## src/rtl/e203_ifu_pkg.sv

```systemverilog
// Shared types and sizing helpers for the IFU flush-response logic.
package e203_ifu_pkg;

    // Default number of fetch transactions that may be in flight at once.
    localparam int OUTS_DEPTH_DEF = 2;

    // Redirect request state: nothing pending, or a redirect waiting for the fetch path.
    typedef enum logic {
        IDLE = 1'b0,
        PEND = 1'b1
    } flush_st_e;

    // Width needed to hold a count from 0 up to and including depth.
    function automatic int cnt_w(input int depth);
        return $clog2(depth + 1);
    endfunction

endpackage

```

## src/rtl/e203_ifu_outs_cnt.sv

```systemverilog
// Up/down transaction counter with a parallel load. Loading has priority
// over counting. Overflow beyond DEPTH and underflow below zero are protocol
// violations by the surrounding logic and are flagged by assertions.
module e203_ifu_outs_cnt
    import e203_ifu_pkg::*;
#(
    parameter int DEPTH = OUTS_DEPTH_DEF,
    parameter int W     = cnt_w(DEPTH)
) (
    input  logic         clk,
    input  logic         rst_n,
    input  logic         load_i,
    input  logic [W-1:0] load_val_i,
    input  logic         inc_i,
    input  logic         dec_i,
    output logic [W-1:0] cnt_o
);

    logic [W-1:0] cnt_q;
    logic [W-1:0] cnt_d;

    // Next count: load wins, otherwise a simultaneous inc and dec cancel out.
    always_comb begin
        cnt_d = cnt_q;
        if (load_i) begin
            cnt_d = load_val_i;
        end else if (inc_i && !dec_i) begin
            cnt_d = cnt_q + W'(1);
        end else if (dec_i && !inc_i) begin
            cnt_d = cnt_q - W'(1);
        end
    end

    // Count register, cleared asynchronously.
    always_ff @(posedge clk or negedge rst_n) begin
        if (!rst_n) begin
            cnt_q <= '0;
        end else begin
            cnt_q <= cnt_d;
        end
    end

    assign cnt_o = cnt_q;

`ifndef SYNTHESIS
    // Incrementing a full counter without a matching decrement is illegal.
    a_no_overflow : assert property (@(posedge clk) disable iff (!rst_n)
        !(!load_i && inc_i && !dec_i && (cnt_q == W'(DEPTH))));

    // A decrement can never happen while nothing is counted, even if an
    // increment arrives in the same cycle (a response cannot belong to a
    // request accepted in that very cycle).
    a_no_underflow : assert property (@(posedge clk) disable iff (!rst_n)
        !(!load_i && dec_i && (cnt_q == '0)));
`endif

endmodule

```

## src/rtl/e203_ifu_flush_rsp.sv

```systemverilog
// IFU-side responder for the EXU pipeline-flush interface. Accepts a flush,
// forms the redirect PC, issues one redirect fetch request toward the fetch
// path, and tracks in-flight fetches so that responses to requests issued
// before a flush are flagged for discard.
module e203_ifu_flush_rsp
    import e203_ifu_pkg::*;
#(
    parameter int PC_SIZE      = 32,
    parameter int OUTS_DEPTH   = OUTS_DEPTH_DEF,
    parameter bit TIMING_BOOST = 1'b0,
    localparam int CNT_W       = cnt_w(OUTS_DEPTH)
) (
    input  logic               clk,
    input  logic               rst_n,

    input  logic               pipe_flush_req,
    output logic               pipe_flush_ack,
    input  logic [PC_SIZE-1:0] pipe_flush_add_op1,
    input  logic [PC_SIZE-1:0] pipe_flush_add_op2,
    input  logic [PC_SIZE-1:0] pipe_flush_pc,

    output logic               redir_valid,
    input  logic               redir_ready,
    output logic [PC_SIZE-1:0] redir_pc,

    output logic               seq_fetch_block,

    input  logic               fetch_hsk,
    input  logic               rsp_hsk,
    output logic               rsp_drop,
    output logic [CNT_W-1:0]   outs_cnt
);

    flush_st_e          state_q;
    flush_st_e          state_d;
    logic [PC_SIZE-1:0] redir_pc_q;
    logic [PC_SIZE-1:0] redir_pc_d;
    logic               ack_q;

    logic               flush_hsk;
    logic               redir_hsk;
    logic [PC_SIZE-1:0] tgt_sum;
    logic [PC_SIZE-1:0] tgt_pc;

    logic [CNT_W-1:0]   outs_cnt_q;
    logic [CNT_W-1:0]   outs_cnt_nxt;
    logic [CNT_W-1:0]   drop_cnt_q;
    logic               drop_dec;

    // ------------------------------------------------------------------
    // Flush acceptance. The ack is a plain register that comes up one
    // clock after reset release and stays high, so the reset net is never
    // used as data and the flush is accepted in the cycle it is raised.
    // ------------------------------------------------------------------

    // Ack register: low in reset, high from the first clock afterwards.
    always_ff @(posedge clk or negedge rst_n) begin
        if (!rst_n) begin
            ack_q <= 1'b0;
        end else begin
            ack_q <= 1'b1;
        end
    end

    assign pipe_flush_ack = ack_q;
    assign flush_hsk      = pipe_flush_req & pipe_flush_ack;

    // ------------------------------------------------------------------
    // Redirect target. The sum wraps modulo 2^PC_SIZE; in boost mode the
    // EXU already computed the target and the adder result is ignored.
    // ------------------------------------------------------------------
    assign tgt_sum = pipe_flush_add_op1 + pipe_flush_add_op2;
    assign tgt_pc  = TIMING_BOOST ? pipe_flush_pc : tgt_sum;

    // ------------------------------------------------------------------
    // Redirect request FSM. A new flush always overwrites the pending
    // target; if the old redirect is consumed in the same cycle, the new
    // one is presented on the following cycle.
    // ------------------------------------------------------------------
    assign redir_valid = (state_q == PEND);
    assign redir_hsk   = redir_valid & redir_ready;
    assign redir_pc    = redir_pc_q;

    // Next-state and next-target selection for the redirect request.
    always_comb begin
        state_d    = state_q;
        redir_pc_d = redir_pc_q;
        unique case (state_q)
            IDLE: begin
                if (flush_hsk) begin
                    state_d    = PEND;
                    redir_pc_d = tgt_pc;
                end
            end
            PEND: begin
                if (flush_hsk) begin
                    state_d    = PEND;
                    redir_pc_d = tgt_pc;
                end else if (redir_hsk) begin
                    state_d    = IDLE;
                end
            end
            default: begin
                state_d    = IDLE;
                redir_pc_d = redir_pc_q;
            end
        endcase
    end

    // Redirect state and target registers.
    always_ff @(posedge clk or negedge rst_n) begin
        if (!rst_n) begin
            state_q    <= IDLE;
            redir_pc_q <= '0;
        end else begin
            state_q    <= state_d;
            redir_pc_q <= redir_pc_d;
        end
    end

    // Sequential fetch must wait while a flush is arriving or a redirect
    // has not yet been taken by the fetch path.
    assign seq_fetch_block = pipe_flush_req | redir_valid;

    // ------------------------------------------------------------------
    // Outstanding and stale-response tracking.
    // ------------------------------------------------------------------

    // Outstanding count as it will be after this cycle's handshakes; on a
    // flush, every one of those transactions becomes stale.
    always_comb begin
        outs_cnt_nxt = outs_cnt_q;
        if (fetch_hsk && !rsp_hsk) begin
            outs_cnt_nxt = outs_cnt_q + CNT_W'(1);
        end else if (rsp_hsk && !fetch_hsk) begin
            outs_cnt_nxt = outs_cnt_q - CNT_W'(1);
        end
    end

    e203_ifu_outs_cnt #(
        .DEPTH      (OUTS_DEPTH),
        .W          (CNT_W)
    ) u_outs_cnt (
        .clk        (clk),
        .rst_n      (rst_n),
        .load_i     (1'b0),
        .load_val_i ({CNT_W{1'b0}}),
        .inc_i      (fetch_hsk),
        .dec_i      (rsp_hsk),
        .cnt_o      (outs_cnt_q)
    );

    // Stale responses are always the oldest ones in flight, so a simple
    // count of how many of the next responses to discard is enough. A
    // re-flush reloads the count, which already includes older stale ones.
    assign drop_dec = rsp_hsk & (drop_cnt_q != '0);

    e203_ifu_outs_cnt #(
        .DEPTH      (OUTS_DEPTH),
        .W          (CNT_W)
    ) u_drop_cnt (
        .clk        (clk),
        .rst_n      (rst_n),
        .load_i     (flush_hsk),
        .load_val_i (outs_cnt_nxt),
        .inc_i      (1'b0),
        .dec_i      (drop_dec),
        .cnt_o      (drop_cnt_q)
    );

    assign rsp_drop = (drop_cnt_q != '0);
    assign outs_cnt = outs_cnt_q;

`ifndef SYNTHESIS
    // While a redirect waits for the fetch path, its target must not move
    // unless a newer flush replaces it.
    a_redir_pc_stable : assert property (@(posedge clk) disable iff (!rst_n)
        (redir_valid && !redir_ready && !flush_hsk) |=> (redir_pc == $past(redir_pc)));

    // Stale entries can never exceed what is actually in flight.
    a_drop_le_outs : assert property (@(posedge clk) disable iff (!rst_n)
        (drop_cnt_q <= outs_cnt_q));
`endif

endmodule

```

## config.mk

```make
export PLATFORM = sky130hd
export DESIGN_NAME = e203_ifu_flush_rsp
export DESIGN_NICKNAME = d
export VERILOG_FILES = /design/src/rtl/e203_ifu_pkg.sv /design/src/rtl/e203_ifu_outs_cnt.sv /design/src/rtl/e203_ifu_flush_rsp.sv
export SDC_FILE = /design/constraint.sdc
export NUM_CORES = 1
export LEC_CHECK = 0
export CAP_MARGIN = 10
export CORE_AREA = 2 2 88 90
export DETAILED_ROUTE_END_ITERATION = 16
export DIE_AREA = 0 0 90 92
export PLACE_DENSITY = 0.87
export SYNTH_ARGS = -nofsm -noshare
export SYNTH_HDL_FRONTEND = slang
export SYNTH_SLANG_ARGS = --single-unit
```

## constraint.sdc

```tcl
create_clock -name clk -period 3 [get_ports clk]
set_input_delay 0.3 -clock clk [delete_from_list [all_inputs] [get_ports clk]]
set_output_delay 0.3 -clock clk [all_outputs]
set_load 0.05 [all_outputs]
```

== Word-level counts from Yosys, hierarchy flattened ==
Index checks and enable logic that the tools add are counted.
Cells by class
  bitwise gates (word level): 5
  multiplexer cells: 9
  $lt $le $gt $ge: 0
  reduce and logical (&&, ||, !) cells: 6
  add/subtract/negate cells: 4
  divide/modulo/power cells: 0
  shift operators: 0
  $mul: 0
  equal/unequal tests: 0
Operators with widths (count)
  32-bit adder: 1
  32-bit two-way mux: 1
  2-bit two-way mux: 4
  2-bit nonzero test: 2
  2-bit by 1-bit subtractor with 2-bit output (second input constant): 2
  1-bit AND: 3
  1-bit two-way mux: 3
  2-bit by 1-bit adder with 2-bit output (second input constant): 1
  1-bit logical AND: 2
  1-bit logical NOT: 2
  1-bit one-hot mux with 2 select lines: 1
  1-bit NOT: 1
  1-bit bitwise OR: 1
Storage, ports and cells
  latch bits: 0
  memories: 0
  bits in writable memories: 0
  bits in read-only memories: 0
  bits in registers: 38

== Logic depth before layout (Yosys ltp) ==
  depth in word-level cells: 5
  depth in mapped cells: 8

== Cells and area by module ==
A second synthesis with hierarchy kept.
Second synthesis, totals
  cell total of the unflattened synthesis: 413
  area, all modules: 3352.0 um2
Modules (own cells, without submodules)
  e203_ifu_flush_rsp: cells an instance 387, times used 1, area an instance 3106.7 um2
  e203_ifu_outs_cnt: cells an instance 13, times used 2, area an instance 122.6 um2

== Least setup slack after synthesis ==
No wires, ideal clock.
  kind: input to register
  start: in pipe_flush_add_op1[0]
  end: reg redir_pc_q[18], in the netlist redir_pc[18]
  library setup time: 95 ps
  data arrival time: 2029 ps
  buffers on the path: 0
  path slack: 875 ps
  cell stages on the path: 8
  required time: 2905 ps
  path through: ha_1 > fa_1 > a21oi_1 > o221ai_1 > o211ai_2 > a21oi_1 > o21a_1 > o31ai_1
On the way
  word-level cells in the longest chain between the ends: 2
RTL lines
  start, declared: line e203_ifu_flush_rsp.sv:18  | input logic [PC_SIZE-1:0] pipe_flush_add_op1,
  32-bit adder: line e203_ifu_flush_rsp.sv:72  | assign tgt_sum = pipe_flush_add_op1 + pipe_flush_add_op2;
  32-bit two-way mux: line e203_ifu_flush_rsp.sv:90, e203_ifu_flush_rsp.sv:96
  end signal, assigned: line e203_ifu_flush_rsp.sv:117  | redir_pc_q <= redir_pc_d;
  end, declared: line e203_ifu_flush_rsp.sv:36  | logic [PC_SIZE-1:0] redir_pc_q;
No other way between the ends. The select of a mux whose other input is x is not followed.
A chain may end at the register's enable or synchronous reset.

== Worst setup path in the final report ==
  start: in pipe_flush_add_op1[0]
  end: reg redir_pc_q[26], in the netlist redir_pc[26]
Same word-level chain as after synthesis.

==> results <==
-- cell usage in the layout (no fill, tap or decap), drive strengths merged, types with 2 or more instances in the layout --
cell / synthesis / routed
inv: 10 / 10
o21a: 8 / 8
nor2: 17 / 17
and4: 2 / 2
or3: 4 / 4
a211o: 2 / 2
clkbuf: 7 / 7
dfrtp: 38 / 38
o211ai: 8 / 8
clkdlybuf4s50: 0 / 106
nand3: 8 / 8
o31ai: 6 / 6
xor2: 5 / 5
a21oi: 45 / 45
o221ai: 2 / 2
a21o: 8 / 8
a31oi: 4 / 4
nor3b: 2 / 2
o21ai: 43 / 43
buf: 17 / 4
a211oi: 9 / 9
nand4: 12 / 12
o311ai: 3 / 3
xnor2: 16 / 16
or4: 2 / 2
nor3: 10 / 10
a221oi: 2 / 2
nand2: 79 / 79
and3: 4 / 4
o21bai: 4 / 4
ha: 32 / 32
-- per-stage QoR --
step | hold WS, ns | instance area, µm²
after floorplan | 0.00441 | 3460
after global placement | 0.453 | 4520
after detailed placement | 0.455 | 4520
after CTS | 0.134 | 4610
after global routing | 0.192 | 4610
final | 0.104 | 4610
-- power groups by stage --
stage | Sequential, mW | Clock [mW] | Combinational [mW]
floorplan | 1.09 | 0 | 0.542
global route | 0.727 | 0.391 | 1.49
finish | 0.711 | 0.369 | 1.39
global placement | 0.714 | 0 | 1.35
detailed placement | 0.721 | 0 | 1.38
CTS | 0.712 | 0.373 | 1.39
-- flip-flops by register name, summed over array words and instances, names as in the netlist --
name and flops:
pipe_flush_ack 1, u_outs_cnt.cnt_o 2, redir_pc 32, redir_valid 1, u_drop_cnt.cnt_o 2
-- cell type report --
cell class	count	share of cell area
inverters	10	0.00814
flip-flops and latches	38	0.206
multi-input cells	352	0.502
repair buffers	110	0.236
clock inverters	1	0.00109
well taps	102	0.0277
clock buffers	7	0.0187
-- logic make-up after synthesis --
group                      share of synthesized area
DFF                                            0.275
muxes                                        0.00289
xor gates and xnor gates                      0.0532
and+or+nand+nor                                0.191
AOI/OAI and AO/OA                              0.298
adders and majority gates                      0.122
buffers and inverters                         0.0568
other                                        0.00108
-- critical path: stages --
cell and delay (ns):
clkdlybuf4s50_1 0.41, ha_1 0.26, fa_1 0.44, a21oi_1 0.24, o221ai_1 0.27, o211ai_2 0.32, a211oi_1 0.18, o21a_1 0.20
o31ai_1 0.17
-- worst paths after layout --
kind                                               start                               to  slack (ns)
worst max-delay path               pipe_flush_add_op1[0]         redir_pc[26]$_DFFE_PN0P_        0.43
worst min-delay path                               rst_n         pipe_flush_ack$_DFF_PN0_        0.10
worst max register to register  pipe_flush_ack$_DFF_PN0_         redir_pc[25]$_DFFE_PN0P_        1.26
worst min register to register  redir_pc[23]$_DFFE_PN0P_         redir_pc[23]$_DFFE_PN0P_        0.48
max in group asynchronous                          rst_n  u_drop_cnt.cnt_o[1]$_DFFE_PN0P_        2.36
min in group clk                redir_pc[23]$_DFFE_PN0P_         redir_pc[23]$_DFFE_PN0P_        0.48
-- layer usage --
layer,vias up,GRT usage,part of all wire
li1,1744,-,-
met1,1705,0.329,0.45
met2,186,0.410,0.47
met3,17,0.0288,0.066
met4,0,0.0615,0.018
met5,-,0,0
==> results.sh <==
export IMPL_antennaDiodeCount=0
export IMPL_nNetsFinal=652
export IMPL_synthDistinctLibCells=61
export IMPL_grt_pass1_vias=3495
export IMPL_utilization=0.619
export IMPL_dp_slack_ns=0.129
export IMPL_synthMostInstantiatedCell="nand2_1"
export IMPL_clk_insertion_delay_late_ns=0.29
export IMPL_track_usage=0.242
export IMPL_yosysSeqAreaShare=0.275
export IMPL_rsz0062_at_grt="false"
export IMPL_maxSlewViolCount=0
export IMPL_max_slew_margin=0.438
export IMPL_multi_input_area_um2=2310
export IMPL_synth_cells=424
export IMPL_io_buffers=107
export IMPL_power_frac_seq=0.288
export IMPL_avgSynthCellArea_um2=8.16
export IMPL_timing_final_crit_share=0.856
export IMPL_io_pins=140
export IMPL_setup_ws_ns=0.433
export IMPL_critical_path_class="in -> reg"
export IMPL_initial_core_util=0.465
export IMPL_worst_pin_slew_ns=0.843
export IMPL_dieArea_um2=8280
export IMPL_htreeDepth=2
export IMPL_synth_nets=559
export IMPL_die_h_um=92
export IMPL_r2r_cells=5
export IMPL_hold_buffers=0
export IMPL_route_detailed_drc=0
export IMPL_synthTopCellsByArea="dfrtp_1, ha_1, nand2_1"
export IMPL_netlist_area_leader_share=0.275
export IMPL_dp_cells=612
export IMPL_std_cell_rows=32
export IMPL_status="completed"
export IMPL_max_clock_freq_mhz=390
export IMPL_synth_seq_cells=38
export IMPL_fin_crit_ns=2.57
export IMPL_yosys_area_top_type="dfrtp_1"
export IMPL_hold_viol_final=0
export IMPL_synth_flop_cell="dfrtp_1"
export IMPL_clkPwrFrac=0.149
export IMPL_final_layout_size_suffix_gt1_frac=0.0579
export IMPL_syn_cell_area_um2=3460
export IMPL_routed_wl_um=9770
export IMPL_min_path_type="in -> async"
export IMPL_cts_buffers_inserted=5
export IMPL_post_cts_buffers=0
export IMPL_vias_per_cell=5.89
export IMPL_tns_ns=0
export IMPL_grt_max_degree=46
export IMPL_cellPowerDensity_nw_per_um2=535
export IMPL_setup_violations=0
export IMPL_yosys_top_cells_count="nand2_1, a21oi_1, dfrtp_1"
export IMPL_cts_tree="yes"
export IMPL_path_max_fanout=5
export IMPL_p_comb_frac=0.563
export IMPL_cap_violations=0
export IMPL_final_antenna_net_count=0
export IMPL_total_power_mw=2.47
export IMPL_async_flop_share=1.00
export IMPL_hpwl_um=7850
export IMPL_fill_cells=640
export IMPL_fin_cells=620
export IMPL_wl_per_cell_um=15.8
export IMPL_area_delta_synth_final_pct=33.3
export IMPL_switchingPower_mw=1.13
export IMPL_grt_antenna_before_repair=0
export IMPL_leakage_nw=1.89
export IMPL_clk_path_buf_depth=2
export IMPL_ys_warn_count=0
export IMPL_dieWidth_um=90
export IMPL_dr_pass1_iters=5
export IMPL_vias=3652
export IMPL_seqCellArea_um2=951
export IMPL_cts_clk_slew_worst_paths_ns=0.08
export IMPL_cp_required_ns=3.21
export IMPL_ir_worst_vdd_mv=0.210
export IMPL_grt_first_pass_wirelength_um=16600
export IMPL_startpoint_type="primary input"
export IMPL_cp_end_kind="flop"
export IMPL_core_area_um2=7450
export IMPL_finClkSkew_ns=0.0115
export IMPL_grt_overflow=0
export IMPL_synth_edff_count=0
export IMPL_cp_arrival_ns=2.78
export IMPL_cts_root_buf="clkbuf_8"
export IMPL_p_int_mw=1.33
export IMPL_drt_iter0_markers=366
export IMPL_netSwitchingFraction=0.460
export IMPL_gp_congestion=0.913
export IMPL_cts_sinks=38
export IMPL_ctsResizeCount=0
(Power assumes the default switching activity.)
